### src/rtl/pt_add_ld_seq.sv
`default_nettype none
// ============================================================================
// Module   : pt_add_ld_seq
// Purpose  : Multi-cycle Lopez-Dahab projective point adder over GF(2^M).
//            One GF(2^M) multiplier and one XOR adder are time-shared across
//            a fixed 20-step schedule to compute (X2,Y2,Z2) = P0 + P1.
//
// Ports    : clk            rising-edge clock
//            rst            synchronous active-high reset
//            start          request, sampled only while ready=1
//            ready          high while idle
//            done           one-cycle pulse when X2/Y2/Z2 are updated
//            X0,Y0,Z0       point P0 (projective)
//            X1,Y1,Z1       point P1 (projective)
//            X2,Y2,Z2       registered result, held until the next done
//
// Options  : PTADD_INF_CHECK_EN - when defined, a request whose Z0 or Z1 is
//            zero bypasses the schedule and returns the other point
//            (P1 if Z0=0, else P0) with done one cycle after accept.
//
// Revision : 1.0  initial release
// ============================================================================
module pt_add_ld_seq #(
  parameter int           M      = 4,
  parameter logic [M:0]   POLY   = 5'b10011,
  parameter logic [M-1:0] A_COEF = 4'b0100
) (
  input  logic         clk,
  input  logic         rst,
  input  logic         start,
  output logic         ready,
  output logic         done,
  input  logic [M-1:0] X0,
  input  logic [M-1:0] Y0,
  input  logic [M-1:0] Z0,
  input  logic [M-1:0] X1,
  input  logic [M-1:0] Y1,
  input  logic [M-1:0] Z1,
  output logic [M-1:0] X2,
  output logic [M-1:0] Y2,
  output logic [M-1:0] Z2
);

  typedef enum logic [1:0] {
    ST_IDLE = 2'd0,
    ST_CALC = 2'd1,
    ST_DONE = 2'd2
  } state_e;

  localparam logic [4:0] LAST_STEP = 5'd19;
  // Step 19's product (y1) is consumed directly, so only 19 slots are kept.
  localparam int         NSCR      = 19;

  // Scratch slot of each intermediate; slot index equals the step producing it.
  localparam int SC_A0S = 0;   // Z0^2
  localparam int SC_A0  = 1;   // Y1*Z0^2
  localparam int SC_A1S = 2;   // Z1^2
  localparam int SC_A1  = 3;   // Y0*Z1^2
  localparam int SC_B0  = 4;   // X1*Z0
  localparam int SC_B1  = 5;   // X0*Z1
  localparam int SC_E   = 6;   // Z0*Z1
  localparam int SC_F   = 7;   // D*E
  localparam int SC_Z2  = 8;   // F^2
  localparam int SC_G0  = 9;   // D^2
  localparam int SC_G1  = 10;  // E^2
  localparam int SC_G2  = 11;  // a*E^2
  localparam int SC_G   = 12;  // D^2*(F+aE^2)
  localparam int SC_H   = 13;  // C*F
  localparam int SC_C0  = 14;  // C^2
  localparam int SC_I1  = 15;  // D^2*B0
  localparam int SC_I2  = 16;  // D^2*B0*E
  localparam int SC_J0  = 17;  // D^2*A0
  localparam int SC_Y0  = 18;  // H*(I+X2)

  state_e       state_q, state_d;
  logic [4:0]   s_q, s_d;
  logic [M-1:0] x0_q, y0_q, z0_q, x1_q, y1_q, z1_q;
  logic [M-1:0] sc_q [NSCR];
  logic [M-1:0] x2_q, y2_q, z2_q;
  logic [M-1:0] x2_d, y2_d, z2_d;

  logic         w_cap;
  logic         w_step;
  logic [M-1:0] w_op_a, w_op_b, w_mul;
  logic [M-1:0] w_d_sum, w_c_sum, w_x2;

  // Shift-and-add GF(2^M) multiply, MSB first, reducing after every shift.
  function automatic logic [M-1:0] gf_mul(input logic [M-1:0] a,
                                          input logic [M-1:0] b);
    logic [M-1:0] acc;
    acc = '0;
    for (int i = M - 1; i >= 0; i--) begin
      acc = {acc[M-2:0], 1'b0} ^ (acc[M-1] ? POLY[M-1:0] : '0);
      if (b[i]) acc = acc ^ a;
    end
    return acc;
  endfunction

  // Additions folded into the operand paths.
  assign w_d_sum = sc_q[SC_B0] ^ sc_q[SC_B1];
  assign w_c_sum = sc_q[SC_A0] ^ sc_q[SC_A1];
  assign w_x2    = sc_q[SC_C0] ^ sc_q[SC_H] ^ sc_q[SC_G];

  // Operand selection per schedule step.
  always_comb begin
    w_op_a = '0;
    w_op_b = '0;
    case (s_q)
      5'd0:  begin w_op_a = z0_q;          w_op_b = z0_q;                         end
      5'd1:  begin w_op_a = y1_q;          w_op_b = sc_q[SC_A0S];                 end
      5'd2:  begin w_op_a = z1_q;          w_op_b = z1_q;                         end
      5'd3:  begin w_op_a = y0_q;          w_op_b = sc_q[SC_A1S];                 end
      5'd4:  begin w_op_a = x1_q;          w_op_b = z0_q;                         end
      5'd5:  begin w_op_a = x0_q;          w_op_b = z1_q;                         end
      5'd6:  begin w_op_a = z0_q;          w_op_b = z1_q;                         end
      5'd7:  begin w_op_a = w_d_sum;       w_op_b = sc_q[SC_E];                   end
      5'd8:  begin w_op_a = sc_q[SC_F];    w_op_b = sc_q[SC_F];                   end
      5'd9:  begin w_op_a = w_d_sum;       w_op_b = w_d_sum;                      end
      5'd10: begin w_op_a = sc_q[SC_E];    w_op_b = sc_q[SC_E];                   end
      5'd11: begin w_op_a = A_COEF;        w_op_b = sc_q[SC_G1];                  end
      5'd12: begin w_op_a = sc_q[SC_G0];   w_op_b = sc_q[SC_F] ^ sc_q[SC_G2];     end
      5'd13: begin w_op_a = w_c_sum;       w_op_b = sc_q[SC_F];                   end
      5'd14: begin w_op_a = w_c_sum;       w_op_b = w_c_sum;                      end
      5'd15: begin w_op_a = sc_q[SC_G0];   w_op_b = sc_q[SC_B0];                  end
      5'd16: begin w_op_a = sc_q[SC_I1];   w_op_b = sc_q[SC_E];                   end
      5'd17: begin w_op_a = sc_q[SC_G0];   w_op_b = sc_q[SC_A0];                  end
      5'd18: begin w_op_a = sc_q[SC_H];    w_op_b = sc_q[SC_I2] ^ w_x2;           end
      5'd19: begin w_op_a = sc_q[SC_Z2];   w_op_b = sc_q[SC_J0] ^ w_x2;           end
      default: ;
    endcase
  end

  assign w_mul = gf_mul(w_op_a, w_op_b);

  // Next-state and output-register load logic.
  always_comb begin
    state_d = state_q;
    s_d     = s_q;
    w_cap   = 1'b0;
    w_step  = 1'b0;
    x2_d    = x2_q;
    y2_d    = y2_q;
    z2_d    = z2_q;
    case (state_q)
      ST_IDLE: begin
        if (start) begin
          w_cap   = 1'b1;
          s_d     = '0;
          state_d = ST_CALC;
`ifdef PTADD_INF_CHECK_EN
          // A point at infinity (Z=0) contributes nothing: return the other.
          if (Z0 == '0) begin
            state_d = ST_DONE;
            x2_d    = X1;
            y2_d    = Y1;
            z2_d    = Z1;
          end else if (Z1 == '0) begin
            state_d = ST_DONE;
            x2_d    = X0;
            y2_d    = Y0;
            z2_d    = Z0;
          end
`endif
        end
      end
      ST_CALC: begin
        w_step = 1'b1;
        if (s_q == LAST_STEP) begin
          // The final product y1 is folded into Y2 on the same edge that
          // raises done, so the result and the pulse line up.
          state_d = ST_DONE;
          s_d     = '0;
          x2_d    = w_x2;
          y2_d    = sc_q[SC_Y0] ^ w_mul;
          z2_d    = sc_q[SC_Z2];
        end else begin
          s_d = s_q + 5'd1;
        end
      end
      ST_DONE: begin
        state_d = ST_IDLE;
      end
      default: begin
        state_d = ST_IDLE;
      end
    endcase
  end

  always_ff @(posedge clk) begin
    if (rst) begin
      state_q <= ST_IDLE;
      s_q     <= '0;
      x2_q    <= '0;
      y2_q    <= '0;
      z2_q    <= '0;
      x0_q    <= '0;
      y0_q    <= '0;
      z0_q    <= '0;
      x1_q    <= '0;
      y1_q    <= '0;
      z1_q    <= '0;
      for (int i = 0; i < NSCR; i++) begin
        sc_q[i] <= '0;
      end
    end else begin
      state_q <= state_d;
      s_q     <= s_d;
      x2_q    <= x2_d;
      y2_q    <= y2_d;
      z2_q    <= z2_d;
      if (w_cap) begin
        x0_q <= X0;
        y0_q <= Y0;
        z0_q <= Z0;
        x1_q <= X1;
        y1_q <= Y1;
        z1_q <= Z1;
      end
      if (w_step && (s_q != LAST_STEP)) begin
        sc_q[s_q] <= w_mul;
      end
    end
  end

  assign ready = (state_q == ST_IDLE);
  assign done  = (state_q == ST_DONE);
  assign X2    = x2_q;
  assign Y2    = y2_q;
  assign Z2    = z2_q;

endmodule
`default_nettype wire

### config.mk
export PLATFORM = sky130hd
export DESIGN_NAME = pt_add_ld_seq
export DESIGN_NICKNAME = d
export VERILOG_FILES = /design/src/rtl/pt_add_ld_seq.sv
export SDC_FILE = /design/constraint.sdc
export NUM_CORES = 1
export LEC_CHECK = 0
export CORE_ASPECT_RATIO = 0.9
export CORE_MARGIN = 2
export CORE_UTILIZATION = 40
export DETAILED_ROUTE_END_ITERATION = 12
export HOLD_SLACK_MARGIN = 0.15
export REMOVE_ABC_BUFFERS = 1
export SYNTH_ARGS = -nofsm -noshare
export SYNTH_HDL_FRONTEND = slang
export SYNTH_SLANG_ARGS = --single-unit
export TNS_END_PERCENT = 5
### constraint.sdc
create_clock -name clk -period 8.6 [get_ports clk]
set_clock_uncertainty 0.2 [all_clocks]
set_input_delay 1.29 -clock clk [delete_from_list [all_inputs] [get_ports clk]]
set_output_delay 1.29 -clock clk [all_outputs]
set_load 0.01 [all_outputs]
==> flow_summary_export.csv <==
group,metric,value,unit
global_route,grt_max_degree,69,
synthesis,synth.distinct_cells,75,
final_layout,drive_gt1_frac,0.08199,
floorplanning,start_util,0.4076,
global_route,antenna_found_initial,0,
timing,hold_viol_final,0,
synthesis,yosysSeqAreaShare,0.4947,
cts,cts-root-buf,"clkbuf_16",
synthesis,synth-edff-count,72,
final_layout,area_delta_synth_final,16.24,%
cts,cts_setup_buffers,0,
critical_path,crit_type,"reg -> reg",
timing,slew_headroom,0.3144,
routing,first_pass_iters,6,
synthesis,yosys_register_bits,119,
final_layout,finalNetCount,702,
flow_run,maxCapViolations,0,
cts,clock-sinks,119,
routing,drt_iter0_drc,528,
status,status,"finished, final reports clean",
cts,cts_buffer_depth,2,
critical_path,crit_required,8.54,ns
routing,drc_errors,0,
floorplanning,fp.coreArea,15390,µm²
timing,fin_crit_sh,0.5663,
cts,cts_buffers,17,
global_route,grt_pass1_vias,4816,
floorplanning,ios,41,
global_route,grt_first_pass_wirelength,27.82,mm
routing,num_vias,5045,
critical_path,path_max_fanout,18,
timing,fmax,205.3,MHz
synthesis,synthMuxAreaShare,0.01476,
hold_path,hold_path.class,"reg -> reg",
floorplanning,rows,43,
cts,clock_latency,0.43,ns
placed_design,hpwlAfterDp,12.61,mm
timing,tns,0,ns
floorplanning,die_x,136.0,µm
routing,routedWlPerCell,20.32,µm
timing,setup_viol,0,
critical_path,critical_path_buf_inv_count,1,
power_and_ir_drop,fin_total_pwr,1.428,mW
critical_path,cp.arrival,4.81,ns
cts,htree_levels,4,
global_route,grt_util_all_layers,0.2260,
synthesis,synthAdderAreaFrac,0.009974,
routing,ant_nets,0,
critical_path,max_stage_delay,0.82,ns
power_and_ir_drop,leakage,2.533,nW
critical_path,slowest_stage,"nand2b_1",
global_route,grt_overflow,0,
critical_path,cpLargestDelayFamily,"simple AND/OR/NAND/NOR gates",
synthesis,synth_flop_cell,"edfxtp_1",
synthesis,syn_area,6272,µm²
critical_path,crit_path_cell_trace,"ha_1 > buf_4 > or4bb_1 > nor3_1 > a2111oi_0 > nand4_1 > nand2_1 > xnor3_1 > xor2_1 > nand2b_1 > nor2_1",
final_layout,fillers,1479,
placed_design,gp_congestion,0.8773,
cts,cts_tree,"done",
floorplanning,die_area,16700,µm²
synthesis,synth-compound-area-share,0.1257,
synthesis,synth_cells,642,
final_layout,diodes,0,
synthesis,synth_xor_area_frac,0.06284,
power_and_ir_drop,peakVddDrop,0.0001568,V
critical_path,end_kind,"flip-flop",
timing,worst_slew_pin_slew,1.021,ns
timing,fin_crit,4.870,ns
routing,wl,17.98,mm
floorplanning,die_h,122.8,µm
timing,drv_slew,0,
timing,grt_setup_unrepaired,"false",
power_and_ir_drop,powerDensity,195.9,nW/µm²
placed_design,io_buffers,40,
critical_path,cp-start-kind,"flip-flop",
cts,cts_hold_buffers,0,
routing,vias_per_cell,5.701,
synthesis,yosys_warnings,0,
synthesis,synthSimpleGateAreaFrac,0.2480,
synthesis,synth_top_family_by_area,"simple AND/OR/NAND/NOR gates",
cts,cts_resized,0,
synthesis,async_flop_share,0,
cts,path_clk_slew,0.06,ns
synthesis,avgSynthCellArea,9.770,µm²
kinds of logic after synthesis:
logic type	count (synthesis)
AOI/OAI and AO/OA	113
xor gates and xnor gates	33
DFF	119
buffers and inverters	47
muxes	9
adders and majority gates	5
and+or+nand+nor	316
cell usage after synthesis, types with 9 or more instances:
cell	instances	area (µm²)
clkbuf_1	16	60.06
a21oi_1	40	200.2
nand2_1	107	401.6
nor3_1	14	70.07
xnor2_1	19	166.4
nand3b_1	14	105.1
dfxtp_1	47	940.9
nor2_1	95	356.6
inv_1	10	37.54
edfxtp_1	72	2162
a22oi_1	9	67.56
o21ai_0	15	75.07
nand2b_1	26	162.7
cell usage in the layout (no fill, tap or decap), types with 3 or more instances in the layout:
master,count
buf_4,6
nor2_1,95
and3_1,7
nand3b_1,14
and2_1,4
a22oi_1,9
xnor2_1,19
nor3b_1,5
xnor3_1,6
nor2b_1,8
clkdlybuf4s50_1,39
edfxtp_1,72
mux2i_1,7
a32oi_1,3
nand4_1,6
o21ai_0,15
inv_1,10
nand3_1,5
a21oi_1,40
nand4b_1,4
nor3_1,14
nand2_1,107
clkbuf_1,4
clkbuf_16,18
dfxtp_1,47
nand2b_1,26
clkinv_2,5
a22o_1,8
ha_1,5
o22ai_1,4
a211oi_1,6
xor2_1,6
layer usage:
metal,global-route usage,up-vias,wire [µm]
li1,-,2342,-
met3,0.04089,21,1212
met4,0.08008,0,322
met2,0.3472,202,8029
met1,0.3209,2480,8420
met5,0,-,0
report_power, final:
group / total [mW] / switching, mW / internal, mW
combinational: 0.108 / 0.0641 / 0.0435
sequential: 0.640 / 0.0155 / 0.624
clock: 0.681 / 0.254 / 0.427
total: 1.43 / 0.334 / 1.09
worst paths after layout:
check | from | end | slack (ns) | cells past startpoint
max | s_q[0]$_SDFFE_PP0P_ | sc_q[7][0]$_SDFFCE_PN0P_ | 3.73 | 11
max reg2reg | s_q[0]$_SDFFE_PP0P_ | sc_q[7][0]$_SDFFCE_PN0P_ | 3.73 | 11
min | Z2[2]$_SDFFE_PP0P_ | Z2[2]$_SDFFE_PP0P_ | 0.25 | 2
min reg2reg | Z2[2]$_SDFFE_PP0P_ | Z2[2]$_SDFFE_PP0P_ | 0.25 | 2
flip-flops by register name (all words and copies together) (netlist names):
| register | flops |
|---|---|
| y1_q | 4 |
| z0_q | 4 |
| state_q | 2 |
| sc_q | 76 |
| y0_q | 4 |
| Z2 | 4 |
| x0_q | 4 |
| z1_q | 4 |
| Y2 | 4 |
| x1_q | 4 |
| X2 | 4 |
| s_q | 5 |
area by class of cell:
cell class | count | area [µm²] | share of cell area
inverter | 10 | 37.54 | 0.005148
timing repair buffer | 46 | 440.4 | 0.06041
tap | 202 | 252.7 | 0.03467
clock inverter | 8 | 71.32 | 0.009782
sequential | 119 | 3103 | 0.4256
clock buffer | 24 | 493.0 | 0.06762
multi-input combinational | 476 | 2893 | 0.3968
per-stage QoR:
stage / instance area [µm²] / hold slack (ns) / util / worst slack (ns) / std cells
2_1_floorplan: 6033 / 0.2268 / - / 5.023 / 605
3_3_place_gp: 6726 / 0.2409 / 0.4371 / 3.764 / 853
3_5_place_dp: 6726 / 0.2476 / 0.4371 / 3.753 / 853
4_1_cts: 7291 / 0.2547 / 0.4738 / 3.687 / 885
5_1_grt: 7291 / 0.2754 / 0.4738 / 3.485 / 885
6_report: 7291 / 0.2523 / 0.4738 / 3.730 / 885
worst reg2reg max path, stage by stage, from the launching register on:
cell and delay, ns:
dfxtp_1 0.47, ha_1 0.44, buf_4 0.27, or4bb_1 0.57, nor3_1 0.41, a2111oi_0 0.15, nand4_1 0.27, nand2_1 0.08
xnor3_1 0.44, xor2_1 0.30, nand2b_1 0.82, nor2_1 0.15
(Power assumes the default switching activity.)
